**src/rtl/ofmap_pkg.sv**
```systemverilog
// Shared types and constants for the ofmap writer slice.
package ofmap_pkg;

    localparam int LANES  = 8;
    localparam int ADDR_W = 12;
    localparam int DATA_W = 32;
    localparam int CNT_W  = 13;
    localparam int LANE_W = 3;

    typedef enum logic [1:0] {
        IDLE,
        FILL,
        WRITE,
        DONE
    } state_t;

    typedef logic [DATA_W-1:0] word_t;

endpackage

```
**src/rtl/ofmap_line_buf.sv**
```systemverilog
// Eight-lane word buffer: indexed write, synchronous clear, all lanes visible in parallel.
module ofmap_line_buf
    import ofmap_pkg::*;
(
    input  logic              CLK,
    input  logic              RSTN,
    input  logic              i_clr,
    input  logic              i_we,
    input  logic [LANE_W-1:0] i_idx,
    input  word_t             i_data,
    output word_t             o_lanes [0:LANES-1]
);

    word_t r_lanes [0:LANES-1];

    always_ff @(posedge CLK) begin
        if (!RSTN || i_clr) begin
            for (int i = 0; i < LANES; i++) begin
                r_lanes[i] <= '0;
            end
        end else if (i_we) begin
            r_lanes[i_idx] <= i_data;
        end
    end

    assign o_lanes = r_lanes;

endmodule

```
**src/rtl/ofmap_writer.sv**
```systemverilog
// Packs 32-bit ofmap words into 8-word groups and issues one wide SRAM write per group.
// Optional build macro OFMAP_RELU_EN: negative words are stored as zero.
module ofmap_writer
    import ofmap_pkg::*;
#(
    parameter int SIZE = 4096
) (
    input  logic              CLK,
    input  logic              RSTN,
    input  logic              start,
    input  logic [ADDR_W-1:0] base_addr,
    input  logic [CNT_W-1:0]  num_words,
    input  logic              in_valid,
    output logic              in_ready,
    input  word_t             in_data,
    output logic              sram_we,
    output logic [ADDR_W-1:0] sram_addr,
    output word_t             sram_di [0:LANES-1],
    output logic              busy,
    output logic              done
);

    localparam logic [CNT_W-1:0] SIZE_W = CNT_W'(SIZE);

    state_t             r_state;
    state_t             w_next;
    logic [CNT_W-1:0]   r_rem;
    logic [LANE_W-1:0]  r_grp_cnt;
    logic [ADDR_W-1:0]  r_wr_addr;
    logic [ADDR_W-1:0]  r_sram_addr;
    word_t              r_sram_di [0:LANES-1];
    word_t              w_lanes   [0:LANES-1];
    word_t              w_word;
    logic               w_accept;
    logic               w_grp_end;
    logic [CNT_W-1:0]   w_addr_sum;
    logic               w_unused_base;

    assign w_unused_base = ^base_addr[2:0];
    assign w_accept      = in_valid && in_ready;
    assign w_grp_end     = (r_grp_cnt == LANE_W'(LANES - 1)) || (r_rem == CNT_W'(1));
    assign w_addr_sum    = {1'b0, r_wr_addr} + CNT_W'(LANES);

`ifdef OFMAP_RELU_EN
    assign w_word = in_data[DATA_W-1] ? '0 : in_data;
`else
    assign w_word = in_data;
`endif

    always_ff @(posedge CLK) begin
        if (!RSTN) begin
            r_state <= IDLE;
        end else begin
            r_state <= w_next;
        end
    end

    always_comb begin
        w_next = r_state;
        case (r_state)
            IDLE:    if (start) w_next = (num_words == '0) ? DONE : FILL;
            FILL:    if (w_accept && w_grp_end) w_next = WRITE;
            WRITE:   w_next = (r_rem == '0) ? DONE : FILL;
            DONE:    w_next = IDLE;
            default: w_next = IDLE;
        endcase
    end

    always_comb begin
        in_ready = (r_state == FILL);
        sram_we  = (r_state == WRITE);
        busy     = (r_state != IDLE);
        done     = (r_state == DONE);
    end

    // The outgoing group is captured on the same edge that accepts its last word, so the
    // write-cycle data merges the incoming word with lanes already sitting in the buffer.
    always_ff @(posedge CLK) begin
        if (!RSTN) begin
            r_rem       <= '0;
            r_grp_cnt   <= '0;
            r_wr_addr   <= '0;
            r_sram_addr <= '0;
            for (int i = 0; i < LANES; i++) begin
                r_sram_di[i] <= '0;
            end
        end else begin
            if (r_state == IDLE && start) begin
                r_rem     <= num_words;
                r_wr_addr <= {base_addr[ADDR_W-1:3], 3'b000};
                r_grp_cnt <= '0;
            end
            if (w_accept) begin
                r_rem     <= r_rem - CNT_W'(1);
                r_grp_cnt <= r_grp_cnt + LANE_W'(1);
                if (w_grp_end) begin
                    r_sram_addr <= r_wr_addr;
                    for (int i = 0; i < LANES; i++) begin
                        r_sram_di[i] <= (LANE_W'(i) == r_grp_cnt) ? w_word : w_lanes[i];
                    end
                end
            end
            if (r_state == WRITE) begin
                r_grp_cnt <= '0;
                r_wr_addr <= (w_addr_sum >= SIZE_W) ? ADDR_W'(w_addr_sum - SIZE_W)
                                                    : ADDR_W'(w_addr_sum);
            end
        end
    end

    ofmap_line_buf u_line_buf (
        .CLK     (CLK),
        .RSTN    (RSTN),
        .i_clr   (r_state == WRITE),
        .i_we    (w_accept),
        .i_idx   (r_grp_cnt),
        .i_data  (w_word),
        .o_lanes (w_lanes)
    );

    assign sram_addr = r_sram_addr;
    assign sram_di   = r_sram_di;

endmodule

```
**config.mk**
```make
export PLATFORM = sky130hd
export DESIGN_NAME = ofmap_writer
export DESIGN_NICKNAME = d
export VERILOG_FILES = /design/src/rtl/ofmap_pkg.sv /design/src/rtl/ofmap_line_buf.sv /design/src/rtl/ofmap_writer.sv
export SDC_FILE = /design/constraint.sdc
export NUM_CORES = 1
export LEC_CHECK = 0
export BUFFER_PORTS_ARGS = -buffer_cell sky130_fd_sc_hd__buf_2
export CAP_MARGIN = 5
export CORE_MARGIN = 3
export CORE_UTILIZATION = 50
export CTS_CLUSTER_SIZE = 10
export DETAILED_ROUTE_END_ITERATION = 8
export PLACE_DENSITY = 0.72
export SETUP_SLACK_MARGIN = 0.05
export SLEW_MARGIN = 25
export SYNTH_ARGS = -nofsm -noshare
export SYNTH_HDL_FRONTEND = slang
export SYNTH_SLANG_ARGS = --single-unit
export TNS_END_PERCENT = 1
```
**constraint.sdc**
```tcl
create_clock -name CLK -period 2.75 [get_ports CLK]
set_input_delay 0.55 -clock CLK [delete_from_list [all_inputs] [get_ports CLK]]
set_output_delay 0.55 -clock CLK [all_outputs]
set_load 0.1 [all_outputs]
```
==> results.py <==
metrics = {
    "sta": {
        "hold_violations": 0,
        "maxSlewHeadroom": 0.5211,
        "setup_tns_ps": 0,
        "slew_violations": 0,
        "fin_crit_ps": 2561,
        "fmax_mhz": 390.5,
        "worst_pin_slew_ps": 718.3,
        "rsz0062_at_grt": "false",
        "final-setup-viol-count": 0,
        "fin_crit_sh": 0.9312,
        "finClkSkew_ps": 16.05,
    },
    "die": {
        "pin_count": 333,
        "die_area_um2": 46520,
        "die_w_um": 215.7,
        "design.core.area_um2": 43270,
        "start_util": 0.5082,
        "fp.dieH_um": 215.7,
        "rows": 76,
    },
    "logic_synthesis": {
        "synth_edf_count": 0,
        "synth_flop_cell": "dfxtp_1",
        "yosysWarningCount": 0,
        "synthCells": 2529,
        "avgSynthCellArea_um2": 8.694,
        "syn_area_um2": 21990,
        "ys_ff_latch": 548,
        "ys_types": 57,
        "synthArstFlopShare": 0,
        "yosysSeqAreaShare": 0.4990,
    },
    "drt": {
        "drtIter0Drc": 1603,
        "drt_pass1_iterations": 5,
        "routedWlPerCell_um": 19.31,
        "routed_via_density": 5.732,
        "drc_errors": 0,
        "num_vias": 19000,
        "final_antenna_net_count": 0,
        "routed_wl_mm": 64.01,
    },
    "setup_path": {
        "crit_path_end_kind": "output port",
        "required_ps": 2200,
        "crit_buf_inv": 3,
        "start_kind": "register",
        "r2r_end": "sram_di[186]",
        "reg2reg_from": "r_grp_cnt[0]",
        "critPathArrivalTime_ps": 2010,
        "cp.depth": 4,
        "reg2reg_slack_ps": 390,
        "crit_end": "in_ready",
        "cpMaxStageDelayCell": "buf_2",
        "cp_cell_sequence": "buf_4 > inv_1 > nor2_1 > buf_2",
        "cpLargestDelayFamily": "buffers and inverters",
        "path_class": "register to output port",
        "startpoint": "r_state[0]",
        "r2r_cells": 8,
        "worstPathMaxFanout": 10,
        "worst_path_largest_cell_delay_ps": 460,
    },
    "final_layout": {
        "drive_gt1_frac": 0.1751,
        "n_antenna_cell": 0,
        "fillers": 3753,
        "final_area_um2": 25710,
        "multi_input_area_um2": 10020,
        "area_growth_pct": 16.92,
        "seqCellArea_um2": 10970,
        "final_nets": 2794,
        "final_cells": 3315,
    },
    "clocking": {
        "cts_setup_buffers": 0,
        "hold_buffers": 0,
        "cts_buffers": 61,
        "cts_tree": "built",
        "htreeDepth": 2,
        "clk_pin_slew_ps": 50,
        "root_buffer": "clkbuf_16",
        "clkLatencyLatePin_ps": 610,
        "cts_resized": 0,
        "clock_sinks": 548,
        "cts_buffer_depth": 3,
    },
    "grt": {
        "grt_max_degree": 125,
        "grt_usage": 0.2644,
        "antenna_found_initial": 0,
        "grt_pass1_vias": 17980,
        "grt_pass1_wl_mm": 99.91,
        "overflow": 0,
    },
    "pwr": {
        "ir_worst_vdd_v": 0.0004752,
        "power_frac_clock": 0.429,
        "netSwitchingPower_w": 0.004124,
        "switching_share": 0.2473,
        "power_frac_comb": 0.083,
        "cellLeakagePower_nw": 10.44,
        "powerDensity_nw_per_um2": 648.7,
        "seq_power_share": 0.488,
        "p_int_w": 0.01255,
    },
    "place": {
        "placed_area_um2": 24040,
        "dp.cells": 3245,
        "gp_congestion": 0.8540,
        "io_buffers": 326,
        "dp_hpwl_mm": 41.64,
    },
    "run": {
        "cap_violations": 0,
    },
    "status": {
        "status": "complete, no violations",
    },
    "worst_hold_path": {
        "holdCritPathClass": "input port to register",
    },
}
==> synthesized netlist by cell type, types with 4 or more instances <==
master    number  area [µm²]
nor2b_1        4       25.02
nand3_1       20       100.1
o31a_1        32       280.3
o311ai_0       4       35.03
nor4_1         7       43.79
buf_1          7       26.28
o21ai_0       19       95.09
nand2_1      548        2057
inv_1          9       33.78
dfxtp_1      548       10970
o221a_1       30       337.8
nor2_1       245       919.6
a31oi_1        4       25.02
clkbuf_1     182       683.2
nor3_1         5       25.02
or3_1          7       43.79
nand4_1        9       56.30
buf_2         56       280.3
buf_4          4       30.03
a211oi_1     228        1712
ha_1          10       125.1
a21oi_1      272        1361
mux2i_1      225        2252
==> through the flow <==
step	power, W	hold slack [ps]	utilization	setup slack (ps)
floorplan	0.009275	435.7	-	65.58
global placement	0.009651	440.6	0.5554	501.0
detailed placement	0.009688	445.6	0.5557	411.2
CTS	0.01678	164.1	0.5941	178.2
global route	0.01720	179.5	0.5941	95.49
finish	0.01668	192.3	0.5941	189.2
==> registers in the layout (all words and copies together), names as in the netlist <==
| name | flops |
|---|---|
| r_grp_cnt | 3 |
| r_wr_addr | 9 |
| u_line_buf.o_lanes | 256 |
| r_rem | 13 |
| sram_addr | 9 |
| sram_di | 256 |
| r_state | 2 |
==> power groups by stage <==
stage / Sequential (W) / Clock, W / Combinational [W]
after floorplan: 0.00859 / 0 / 0.000687
after global placement: 0.00830 / 0 / 0.00135
after detailed placement: 0.00831 / 0 / 0.00138
after CTS: 0.00814 / 0.00726 / 0.00138
after global routing: 0.00815 / 0.00758 / 0.00147
final: 0.00814 / 0.00715 / 0.00139
==> cell usage in the layout (no fill, tap or decap), drive strengths merged, types with 9 or more instances in the layout <==
cell and instances:
dfxtp 548, inv 11, nand2 549, o31a 32, mux2i 225, nor2 245, nand4 9, o221a 32
o21ai 19, a21oi 272, a211oi 228, nand3 20, ha 10, buf 381, clkbuf 68
==> worst min-delay path by stage <==
stage / startpoint / endpoint / slack, ps / depth (start not counted)
floorplan: u_line_buf.o_lanes[128] / u_line_buf.o_lanes[128] / 440 / 2
global placement: u_line_buf.o_lanes[234] / u_line_buf.o_lanes[234] / 440 / 2
detailed placement: u_line_buf.o_lanes[239] / u_line_buf.o_lanes[239] / 450 / 2
CTS: base_addr[4] / r_wr_addr[4] / 160 / 3
global route: base_addr[4] / r_wr_addr[4] / 180 / 3
finish: base_addr[4] / r_wr_addr[4] / 190 / 3
==> per-layer routing <==
layer / wire, µm / vias up / GRT usage / share of wire
met2: 29030 / 702 / 0.4123 / 0.45
met3: 4837 / 95 / 0.04689 / 0.076
met5: 0 / - / 0 / 0
met1: 28720 / 9091 / 0.3766 / 0.45
met4: 1422 / 0 / 0.07821 / 0.022
li1: - / 9113 / - / -
==> cells by family after synthesis <==
group                      share of synthesized area
buffers and inverters                        0.04997
and+or+nand+nor                               0.1571
muxes                                         0.1035
other                                      0.0001706
adders and majority gates                   0.005691
AOI/OAI and AO/OA                             0.1846
DFF                                           0.4990
==> tightest hold or removal path: stages <==
cell and delay (ps):
buf_2 80, nor2_1 40, nor2_1 80
==> layout make-up <==
class,instances,share of cell area
clock buffers,68,0.06323
inverters,12,0.002044
repair buffers,381,0.08829
clock inverters,2,0.001509
well taps,585,0.02847
flip-flops and latches,548,0.4268
multi-input cells,1719,0.3897
Note: power is estimated with default switching activity, not from simulation.
